### config.mk
export PLATFORM = sky130hd
export DESIGN_NAME = stroke_painter_flat
export DESIGN_NICKNAME = d
export VERILOG_FILES = /design/src/rtl/stroke_painter_pkg.sv /design/src/rtl/stroke_painter_if.sv /design/src/rtl/stroke_painter_brush_window.sv /design/src/rtl/stroke_painter.sv /design/src/flat_wrapper.sv
export SDC_FILE = /design/constraint.sdc
export NUM_CORES = 1
export LEC_CHECK = 0
export ABC_AREA = 0
export BUFFER_PORTS_ARGS = -buffer_cell sky130_fd_sc_hd__clkbuf_2
export CORE_ASPECT_RATIO = 0.6
export CORE_MARGIN = 10
export CORE_UTILIZATION = 62
export CTS_CLUSTER_SIZE = 14
export DETAILED_ROUTE_END_ITERATION = 6
export PLACE_DENSITY = 0.88
export RECOVER_POWER = 100
export SYNTH_ARGS = -nofsm -noshare
export SYNTH_HDL_FRONTEND = slang
export SYNTH_SLANG_ARGS = --single-unit
export TNS_END_PERCENT = 30
### constraint.sdc
create_clock -name clk_in -period 4 [get_ports clk_in]
set_input_delay 0.8 -clock clk_in [delete_from_list [all_inputs] [get_ports clk_in]]
set_output_delay 0.8 -clock clk_in [all_outputs]
set_load 0.02 [all_outputs]
### src/rtl/stroke_painter_pkg.sv
// rtl/stroke_painter_pkg.sv - lightboard_pkg: pixel encodings, tag and state enums, default frame size
package lightboard_pkg;

    localparam int H_PIX_DEFAULT = 320;
    localparam int V_PIX_DEFAULT = 240;

    localparam logic [7:0] PIX_YELLOW = 8'hC0;
    localparam logic [7:0] PIX_PINK   = 8'hC1;
    localparam logic [7:0] PIX_GREEN  = 8'hC2;
    localparam logic [7:0] PIX_RED    = 8'hC3;
    localparam logic [7:0] PIX_THRESH = 8'h80;
    localparam logic [7:0] PIX_CROSS  = 8'h40;

    typedef enum logic [1:0] {
        TAG_LUMA   = 2'b00,
        TAG_CROSS  = 2'b01,
        TAG_THRESH = 2'b10,
        TAG_INK    = 2'b11
    } tag_e;

    typedef enum logic [3:0] {
        ST_IDLE     = 4'd0,
        ST_READ     = 4'd1,
        ST_WAIT     = 4'd2,
        ST_DECIDE   = 4'd3,
        ST_WRITE    = 4'd4,
        ST_VGA_ADDR = 4'd5,
        ST_VGA_GAP  = 4'd6,
        ST_VGA_READ = 4'd7,
        ST_CLEAR    = 4'd8
    } state_e;

    // Ink pixel: tag 11 with the colour index in the low two bits.
    function automatic logic [7:0] ink_pixel(input logic [1:0] color);
        return {TAG_INK, 4'b0000, color};
    endfunction

    // Luma pixel: tag 00 with the 6-bit camera luma.
    function automatic logic [7:0] luma_pixel(input logic [5:0] y);
        return {TAG_LUMA, y};
    endfunction

endpackage

### src/rtl/stroke_painter_if.sv
// rtl/stroke_painter_if.sv - pen, camera pixel, frame BRAM and VGA pacing signals of stroke_painter
interface stroke_painter_if #(
    parameter int ADDR_W = 17
);
    logic [10:0]       x_com_in;
    logic [9:0]        y_com_in;
    logic              com_valid_in;
    logic [10:0]       hcount;
    logic [9:0]        vcount;
    logic              pixel_valid_in;
    logic              pixel_ready_out;
    logic [5:0]        y_pixel;
    logic              threshold_in;
    logic [1:0]        color_select;
    logic              write_erase_select;
    logic              clear_in;
    logic [7:0]        pixel_from_bram;
    logic [ADDR_W-1:0] pixel_addr_forbram;
    logic [7:0]        pixel_for_bram;
    logic              valid_pixel_forbram;
    logic              pixeladdr_forvga_valid;
    logic              pixelread_forvga_valid;
    logic              clear_done_out;

    modport master (
        output x_com_in, y_com_in, com_valid_in,
        output hcount, vcount, pixel_valid_in, y_pixel, threshold_in,
        output color_select, write_erase_select, clear_in, pixel_from_bram,
        input  pixel_ready_out, pixel_addr_forbram, pixel_for_bram, valid_pixel_forbram,
        input  pixeladdr_forvga_valid, pixelread_forvga_valid, clear_done_out
    );

    modport slave (
        input  x_com_in, y_com_in, com_valid_in,
        input  hcount, vcount, pixel_valid_in, y_pixel, threshold_in,
        input  color_select, write_erase_select, clear_in, pixel_from_bram,
        output pixel_ready_out, pixel_addr_forbram, pixel_for_bram, valid_pixel_forbram,
        output pixeladdr_forvga_valid, pixelread_forvga_valid, clear_done_out
    );

endinterface

### src/rtl/stroke_painter_brush_window.sv
// rtl/stroke_painter_brush_window.sv - brush_window: clamped brush bounds, arming flag and in-window test
module brush_window
    import lightboard_pkg::*;
#(
    parameter int H_PIX   = H_PIX_DEFAULT,
    parameter int V_PIX   = V_PIX_DEFAULT,
    parameter int BRUSH_R = 1
) (
    input  logic        i_clk,
    input  logic        i_rst,
    input  logic [10:0] i_x_com,
    input  logic [9:0]  i_y_com,
    input  logic        i_com_valid,
    input  logic [10:0] i_hcount,
    input  logic [9:0]  i_vcount,
    output logic        o_in_brush
);

    localparam logic [11:0] LP_R_X  = 12'(BRUSH_R);
    localparam logic [10:0] LP_R_Y  = 11'(BRUSH_R);
    localparam logic [11:0] LP_XMAX = 12'(H_PIX - 1);
    localparam logic [10:0] LP_YMAX = 11'(V_PIX - 1);
    localparam logic [11:0] LP_HPIX = 12'(H_PIX);
    localparam logic [10:0] LP_VPIX = 11'(V_PIX);

    logic [10:0] r_x_lo, r_x_hi;
    logic [9:0]  r_y_lo, r_y_hi;
    logic        r_armed;

    logic [11:0] w_x_ext, w_x_sum, w_x_lo, w_x_hi;
    logic [10:0] w_y_ext, w_y_sum, w_y_lo, w_y_hi;
    logic        w_com_ok;

    // One extra bit so x+R cannot wrap before it is clamped to the frame edge.
    assign w_x_ext  = {1'b0, i_x_com};
    assign w_y_ext  = {1'b0, i_y_com};
    assign w_x_sum  = w_x_ext + LP_R_X;
    assign w_y_sum  = w_y_ext + LP_R_Y;
    assign w_x_lo   = (w_x_ext < LP_R_X) ? 12'd0 : (w_x_ext - LP_R_X);
    assign w_y_lo   = (w_y_ext < LP_R_Y) ? 11'd0 : (w_y_ext - LP_R_Y);
    assign w_x_hi   = (w_x_sum > LP_XMAX) ? LP_XMAX : w_x_sum;
    assign w_y_hi   = (w_y_sum > LP_YMAX) ? LP_YMAX : w_y_sum;
    assign w_com_ok = i_com_valid && (w_x_ext < LP_HPIX) && (w_y_ext < LP_VPIX);

    // Capture bounds from in-frame COM strobes only; the first one arms the brush.
    always_ff @(posedge i_clk or posedge i_rst) begin
        if (i_rst) begin
            r_x_lo  <= '0;
            r_x_hi  <= '0;
            r_y_lo  <= '0;
            r_y_hi  <= '0;
            r_armed <= 1'b0;
        end else if (w_com_ok) begin
            r_x_lo  <= w_x_lo[10:0];
            r_x_hi  <= w_x_hi[10:0];
            r_y_lo  <= w_y_lo[9:0];
            r_y_hi  <= w_y_hi[9:0];
            r_armed <= 1'b1;
        end
    end

    assign o_in_brush = r_armed
                     && (i_hcount >= r_x_lo) && (i_hcount <= r_x_hi)
                     && (i_vcount >= r_y_lo) && (i_vcount <= r_y_hi);

endmodule

### src/rtl/stroke_painter.sv
// rtl/stroke_painter.sv - frame-buffer read-modify-write painter; STROKE_CROSSHAIR_EN enables the crosshair overlay
module stroke_painter
    import lightboard_pkg::*;
#(
    parameter int H_PIX   = H_PIX_DEFAULT,
    parameter int V_PIX   = V_PIX_DEFAULT,
    parameter int BRUSH_R = 1,
    parameter int ADDR_W  = 17
) (
    input  logic             clk_in,
    input  logic             rst_in,
    stroke_painter_if.slave  bus
);

    localparam logic [ADDR_W-1:0] LP_H    = ADDR_W'(H_PIX);
    localparam logic [ADDR_W-1:0] LP_LAST = ADDR_W'(H_PIX * V_PIX - 1);
    localparam logic [10:0]       LP_HPIX = 11'(H_PIX);
    localparam logic [9:0]        LP_VPIX = 10'(V_PIX);

    state_e            r_state;
    logic [ADDR_W-1:0] r_addr;
    logic [7:0]        r_wdata;
    logic              r_we;
    logic              r_vga_addr_v;
    logic              r_vga_read_v;
    logic              r_clear_done;
    logic              r_ready;
    logic [5:0]        r_luma;
    logic              r_in_brush;
    logic              r_cross;

    logic              w_in_brush;
    logic              w_cross;
    logic              w_accept;
    logic [ADDR_W-1:0] w_pix_addr;
    tag_e              w_tag;
    logic              w_do_write;
    logic [7:0]        w_wdata;

    brush_window #(
        .H_PIX   (H_PIX),
        .V_PIX   (V_PIX),
        .BRUSH_R (BRUSH_R)
    ) u_brush (
        .i_clk       (clk_in),
        .i_rst       (rst_in),
        .i_x_com     (bus.x_com_in),
        .i_y_com     (bus.y_com_in),
        .i_com_valid (bus.com_valid_in),
        .i_hcount    (bus.hcount),
        .i_vcount    (bus.vcount),
        .o_in_brush  (w_in_brush)
    );

`ifdef STROKE_CROSSHAIR_EN
    assign w_cross = (bus.hcount == bus.x_com_in) || (bus.vcount == bus.y_com_in);
`else
    assign w_cross = 1'b0;
`endif

    assign w_accept   = bus.pixel_valid_in && (bus.hcount < LP_HPIX) && (bus.vcount < LP_VPIX);
    assign w_pix_addr = ADDR_W'(bus.vcount) * LP_H + ADDR_W'(bus.hcount);

    // Decide what replaces the stored pixel; existing ink is only ever removed by the eraser under the brush.
    always_comb begin
        w_tag      = tag_e'(bus.pixel_from_bram[7:6]);
        w_do_write = 1'b1;
        w_wdata    = luma_pixel(r_luma);
        if (!bus.write_erase_select) begin
            if (w_tag == TAG_INK) begin
                w_do_write = 1'b0;
            end else if (r_in_brush) begin
                w_wdata = ink_pixel(bus.color_select);
            end else if (bus.threshold_in) begin
                w_wdata = PIX_THRESH;
            end else if (r_cross) begin
                w_wdata = PIX_CROSS;
            end
        end else if ((w_tag == TAG_INK) && !r_in_brush) begin
            w_do_write = 1'b0;
        end
    end

    // Sequencer: fixed 8-cycle pixel slot or full-frame clear sweep, all outputs registered.
    always_ff @(posedge clk_in or posedge rst_in) begin
        if (rst_in) begin
            r_state      <= ST_IDLE;
            r_addr       <= '0;
            r_wdata      <= '0;
            r_we         <= 1'b0;
            r_vga_addr_v <= 1'b0;
            r_vga_read_v <= 1'b0;
            r_clear_done <= 1'b0;
            r_ready      <= 1'b1;
            r_luma       <= '0;
            r_in_brush   <= 1'b0;
            r_cross      <= 1'b0;
        end else begin
            r_we         <= 1'b0;
            r_vga_addr_v <= 1'b0;
            r_vga_read_v <= 1'b0;
            r_clear_done <= 1'b0;
            case (r_state)
                ST_IDLE: begin
                    if (bus.clear_in) begin
                        r_state <= ST_CLEAR;
                        r_addr  <= '0;
                        r_wdata <= 8'h00;
                        r_we    <= 1'b1;
                        r_ready <= 1'b0;
                    end else if (w_accept) begin
                        r_state    <= ST_READ;
                        r_addr     <= w_pix_addr;
                        r_luma     <= bus.y_pixel;
                        r_in_brush <= w_in_brush;
                        r_cross    <= w_cross;
                        r_ready    <= 1'b0;
                    end
                end
                ST_READ:   r_state <= ST_WAIT;
                ST_WAIT:   r_state <= ST_DECIDE;
                ST_DECIDE: begin
                    r_state <= ST_WRITE;
                    r_we    <= w_do_write;
                    r_wdata <= w_wdata;
                end
                ST_WRITE: begin
                    r_state      <= ST_VGA_ADDR;
                    r_vga_addr_v <= 1'b1;
                end
                ST_VGA_ADDR: r_state <= ST_VGA_GAP;
                ST_VGA_GAP: begin
                    r_state      <= ST_VGA_READ;
                    r_vga_read_v <= 1'b1;
                end
                ST_VGA_READ: begin
                    r_state <= ST_IDLE;
                    r_ready <= 1'b1;
                end
                ST_CLEAR: begin
                    if (r_addr == LP_LAST) begin
                        r_state      <= ST_IDLE;
                        r_clear_done <= 1'b1;
                        r_ready      <= 1'b1;
                    end else begin
                        r_addr <= r_addr + 1'b1;
                        r_we   <= 1'b1;
                    end
                end
                default: begin
                    r_state <= ST_IDLE;
                    r_ready <= 1'b1;
                end
            endcase
        end
    end

    assign bus.pixel_ready_out        = r_ready;
    assign bus.pixel_addr_forbram     = r_addr;
    assign bus.pixel_for_bram         = r_wdata;
    assign bus.valid_pixel_forbram    = r_we;
    assign bus.pixeladdr_forvga_valid = r_vga_addr_v;
    assign bus.pixelread_forvga_valid = r_vga_read_v;
    assign bus.clear_done_out         = r_clear_done;

endmodule

### src/flat_wrapper.sv
// flat-port wrapper written by rule: the top's interface ports become plain ports
module stroke_painter_flat import lightboard_pkg::*;
#(
    parameter int H_PIX   = H_PIX_DEFAULT,
    parameter int V_PIX   = V_PIX_DEFAULT,
    parameter int BRUSH_R = 1,
    parameter int ADDR_W  = 17
)
  (clk_in, rst_in, bus_x_com_in, bus_y_com_in, bus_com_valid_in, bus_hcount, bus_vcount, bus_pixel_valid_in, bus_y_pixel, bus_threshold_in, bus_color_select, bus_write_erase_select, bus_clear_in, bus_pixel_from_bram, bus_pixel_ready_out, bus_pixel_addr_forbram, bus_pixel_for_bram, bus_valid_pixel_forbram, bus_pixeladdr_forvga_valid, bus_pixelread_forvga_valid, bus_clear_done_out);
  stroke_painter_if #(.ADDR_W(ADDR_W)) bus_i ();
  input  logic clk_in;
  input  logic rst_in;
  input wire logic [$bits(bus_i.x_com_in)-1:0] bus_x_com_in;
  input wire logic [$bits(bus_i.y_com_in)-1:0] bus_y_com_in;
  input wire logic [$bits(bus_i.com_valid_in)-1:0] bus_com_valid_in;
  input wire logic [$bits(bus_i.hcount)-1:0] bus_hcount;
  input wire logic [$bits(bus_i.vcount)-1:0] bus_vcount;
  input wire logic [$bits(bus_i.pixel_valid_in)-1:0] bus_pixel_valid_in;
  input wire logic [$bits(bus_i.y_pixel)-1:0] bus_y_pixel;
  input wire logic [$bits(bus_i.threshold_in)-1:0] bus_threshold_in;
  input wire logic [$bits(bus_i.color_select)-1:0] bus_color_select;
  input wire logic [$bits(bus_i.write_erase_select)-1:0] bus_write_erase_select;
  input wire logic [$bits(bus_i.clear_in)-1:0] bus_clear_in;
  input wire logic [$bits(bus_i.pixel_from_bram)-1:0] bus_pixel_from_bram;
  output wire logic [$bits(bus_i.pixel_ready_out)-1:0] bus_pixel_ready_out;
  output wire logic [$bits(bus_i.pixel_addr_forbram)-1:0] bus_pixel_addr_forbram;
  output wire logic [$bits(bus_i.pixel_for_bram)-1:0] bus_pixel_for_bram;
  output wire logic [$bits(bus_i.valid_pixel_forbram)-1:0] bus_valid_pixel_forbram;
  output wire logic [$bits(bus_i.pixeladdr_forvga_valid)-1:0] bus_pixeladdr_forvga_valid;
  output wire logic [$bits(bus_i.pixelread_forvga_valid)-1:0] bus_pixelread_forvga_valid;
  output wire logic [$bits(bus_i.clear_done_out)-1:0] bus_clear_done_out;
  assign bus_i.x_com_in = bus_x_com_in;
  assign bus_i.y_com_in = bus_y_com_in;
  assign bus_i.com_valid_in = bus_com_valid_in;
  assign bus_i.hcount = bus_hcount;
  assign bus_i.vcount = bus_vcount;
  assign bus_i.pixel_valid_in = bus_pixel_valid_in;
  assign bus_i.y_pixel = bus_y_pixel;
  assign bus_i.threshold_in = bus_threshold_in;
  assign bus_i.color_select = bus_color_select;
  assign bus_i.write_erase_select = bus_write_erase_select;
  assign bus_i.clear_in = bus_clear_in;
  assign bus_i.pixel_from_bram = bus_pixel_from_bram;
  assign bus_pixel_ready_out = bus_i.pixel_ready_out;
  assign bus_pixel_addr_forbram = bus_i.pixel_addr_forbram;
  assign bus_pixel_for_bram = bus_i.pixel_for_bram;
  assign bus_valid_pixel_forbram = bus_i.valid_pixel_forbram;
  assign bus_pixeladdr_forvga_valid = bus_i.pixeladdr_forvga_valid;
  assign bus_pixelread_forvga_valid = bus_i.pixelread_forvga_valid;
  assign bus_clear_done_out = bus_i.clear_done_out;
  stroke_painter #(.H_PIX(H_PIX), .V_PIX(V_PIX), .BRUSH_R(BRUSH_R), .ADDR_W(ADDR_W)) u_core (.clk_in(clk_in), .rst_in(rst_in), .bus(bus_i));
endmodule
==> flow_metrics.env <==
export IMPL_status="finished with violations"
export IMPL_violations="max-capacitance violations, max-slew violations"
export IMPL_rows=27
export IMPL_syn_cell_area_um2=5970
export IMPL_cp_start_kind="input port"
export IMPL_grt_pass1_vias=5391
export IMPL_port_buffers=88
export IMPL_post_route_cell_area_um2=6730
export IMPL_rr_endpoint="u_core.r_in_brush$_DFFE_PP0P_"
export IMPL_hpwl_um=12300
export IMPL_reg2reg_depth=5
export IMPL_finalCritPeriodShare_pct=87.6
export IMPL_p_leak_nw=3.15
export IMPL_cp_required_ns=4.23
export IMPL_cts_path_max_buffers=2
export IMPL_synth_nets=809
export IMPL_cts_tree="built"
export IMPL_layout_nets=883
export IMPL_grt_max_degree=63
export IMPL_root_buffer="clkbuf_16"
export IMPL_synth_top_area_share_pct=34.8
export IMPL_grt_antenna_before_repair=0
export IMPL_hold_violations=0
export IMPL_power_density_nw_per_um2=557
export IMPL_drive_gt1_share_pct=11.3
export IMPL_maxCapViolCount=2
export IMPL_avgSynthCellArea_um2=8.86
export IMPL_worstPathMaxFanout=5
export IMPL_grt_overflow=0
export IMPL_place_gp_congestion=0.923
export IMPL_placed_cell_area_um2=6480
export IMPL_vias=5532
export IMPL_endpoint="u_core.bus.pixel_addr_forbram[16]$_DFFE_PP0P_"
export IMPL_drc=0
export IMPL_grt_setup_unrepaired="false"
export IMPL_grt_pass1_wl_um=26700
export IMPL_path_cells="clkbuf_1 -> ha_1 -> ha_1 -> fa_1 -> a211oi_1 -> nor4b_1 -> or3b_2 -> and4_1 -> xnor2_1 -> a222oi_1 -> inv_1"
export IMPL_synth_warnings=0
export IMPL_slew_violations=73
export IMPL_synthTopCellsByArea="dfrtp_1, ha_1, xnor2_1"
export IMPL_cts_htree_levels=3
export IMPL_synth_seq_cells=84
export IMPL_drt_iter0_drc=525
export IMPL_yosysTopAreaCell="dfrtp_1"
export IMPL_cts_buffers=9
export IMPL_async_flop_share_pct=100
export IMPL_die_w_um=147
export IMPL_wl_per_cell_um=18.3
export IMPL_design_die_area_um2=14100
export IMPL_drtPass1Iterations=6
export IMPL_cts_setup_buffers=0
export IMPL_io_pins=95
export IMPL_r2r_start="u_core.r_state[1]$_DFFE_PP0P_"
export IMPL_cts_hold_repair_buffers=0
export IMPL_viasPerCell=6.27
export IMPL_arrival_ns=3.73
export IMPL_synth_seq_area_share_pct=35.2
export IMPL_cp_end_kind="flip-flop"
export IMPL_utilization_pct=72.5
export IMPL_routed_wirelength_um=16200
export IMPL_hp_class="reg -> reg"
export IMPL_finalSetupTns_ns=0
export IMPL_cpMostUsedCell="ha_1"
export IMPL_area_growth_pct=12.7
export IMPL_synth_flop_cell="dfrtp_1"
export IMPL_die_y_um=96.0
export IMPL_synth_edf_count=0
export IMPL_grtUsageTotal_pct=23.0
export IMPL_crit_type="in -> reg"
export IMPL_synthDistinctLibCells=64
export IMPL_ir_worst_vdd_v=0.000370
export IMPL_skew_ns=0.00382
export IMPL_syn_inst=674
export IMPL_crit_slowest_cell="or3b_2"
export IMPL_cp_startpoint="bus_vcount[1]"
export IMPL_r2r_slack_ns=0.76
export IMPL_critPathTopFamily="adder cells"
export IMPL_fmax_mhz=285
export IMPL_ant_nets=0
export IMPL_worst_pin_slew_ns=2.75
export IMPL_initial_core_util_pct=64.3
export IMPL_clk_latency_ns=0.34
export IMPL_timing_slew_headroom_pct=-84.2
export IMPL_path_clk_slew_ns=0.06
export IMPL_path_depth=11
export IMPL_fillers=723
export IMPL_antenna_cells=0
export IMPL_period_minus_slack_ns=3.50
export IMPL_total_power_w=0.00375
export IMPL_hold_start="u_core.u_brush.r_y_lo[8]$_DFFE_PP0P_"
export IMPL_cpPeakStageDelay_ns=0.50
export IMPL_crit_buf_inv=2
export IMPL_setup_violations_final=0
export IMPL_core_um2=9290
export IMPL_cts_sinks=84
export IMPL_cts_resized_gates=0
## final cells by class
class / instances / area (um2) / share of cell area [%]
clock buffers: 9 / 225 / 3.35
inverters: 56 / 211 / 3.14
repair buffers: 92 / 412 / 6.11
multi-input cells: 505 / 3520 / 52.3
well taps: 130 / 163 / 2.42
flip-flops and latches: 84 / 2100 / 31.2
clock inverters: 7 / 98.8 / 1.47
## report_power, final
group	total [W]	switching [W]	leakage (nW)	internal (W)
registers	0.00129	0.000212	1.04	0.00108
logic	0.00155	0.000976	1.96	0.000578
clock network	0.000907	0.000356	0.156	0.000551
## routing by layer
metal | share of wire (%) | global-route usage (%) | vias to the layer above
met2 | 45 | 36.7 | 258
met5 | 0 | 0 | -
li1 | - | - | 2582
met4 | 1.5 | 6.14 | 0
met1 | 43 | 30.3 | 2663
met3 | 10 | 6.65 | 29
## state kept, by name, indices dropped and copies added, names as in the netlist
| register | flops |
|---|---|
| u_core.bus.pixel_ready_out | 1 |
| u_core.r_luma | 6 |
| u_core.u_brush.r_armed | 1 |
| u_core.u_brush.r_x_hi | 11 |
| u_core.bus.pixelread_forvga_valid | 1 |
| u_core.bus.pixel_for_bram | 8 |
| u_core.bus.clear_done_out | 1 |
| u_core.bus.pixeladdr_forvga_valid | 1 |
| u_core.r_in_brush | 1 |
| u_core.bus.valid_pixel_forbram | 1 |
| u_core.r_state | 4 |
| u_core.u_brush.r_y_lo | 10 |
| u_core.u_brush.r_y_hi | 10 |
| u_core.bus.pixel_addr_forbram | 17 |
| u_core.u_brush.r_x_lo | 11 |
## per-stage QoR
stage / hold slack (ns) / setup slack [ns] / std cells
finish: 0.494 / 0.495 / 883
global route: 0.520 / 0.271 / 883
CTS: 0.495 / 0.619 / 883
detailed placement: 0.480 / 0.253 / 867
global placement: 0.461 / 0.349 / 867
floorplan: 0.434 / 0.663 / 674
## how the worst min path moves through the flow
stage	end	cells past startpoint
floorplan	u_core.u_brush.r_armed$_DFFE_PP0P_	1
global placement	u_core.bus.pixel_for_bram[7]$_DFFE_PP0P_	2
CTS	u_core.u_brush.r_y_lo[9]$_DFFE_PP0P_	2
finish	u_core.u_brush.r_y_lo[8]$_DFFE_PP0P_	2
detailed placement	u_core.u_brush.r_armed$_DFFE_PP0P_	1
global route	u_core.u_brush.r_armed$_DFFE_PP0P_	1
## cell usage after synthesis (8+ instances only)
master / instances
nor4_1: 8
nand2_1: 49
o21ai_0: 46
mux2_2: 8
nand4_1: 15
a21o_1: 10
buf_2: 8
ha_1: 68
nand3_1: 23
inv_1: 56
xor2_1: 15
nor2_1: 48
and3_1: 8
o22ai_1: 21
nor3_1: 14
nand2b_1: 9
clkbuf_1: 19
xnor2_1: 27
dfrtp_1: 83
a21oi_1: 44
## cells by family (layout without fill, tap and decap cells)
group | after synthesis | in the layout | share of synthesized area (%)
XOR/XNOR | 42 | 42 | 6.16
AND/OR/NAND/NOR | 205 | 205 | 17.5
AO/OA/AOI/OAI | 180 | 180 | 19.1
adder cells (fa/ha/maj) | 70 | 70 | 14.9
multiplexers | 8 | 8 | 1.51
buffers and inverters | 85 | 164 | 5.63
flip-flops | 84 | 84 | 35.2
## placed cells by master, fill, tap and decap left out, drive strengths merged, types with 15 or more instances in the layout
cell type,count
nand2,49
nand4,15
xor2,15
dfrtp,83
inv,57
ha,68
nand3,23
a21oi,44
xnor2,27
o22ai,21
nor2,48
clkbuf,101
o21ai,47
## worst register-to-register path, delay by kind of cell (launching register included)
family / cells / cell delay (ns)
AND/OR/NAND/NOR: 3 / 2.26
AO/OA/AOI/OAI: 2 / 0.43
flip-flops: 1 / 0.49
(Power assumes the default switching activity.)
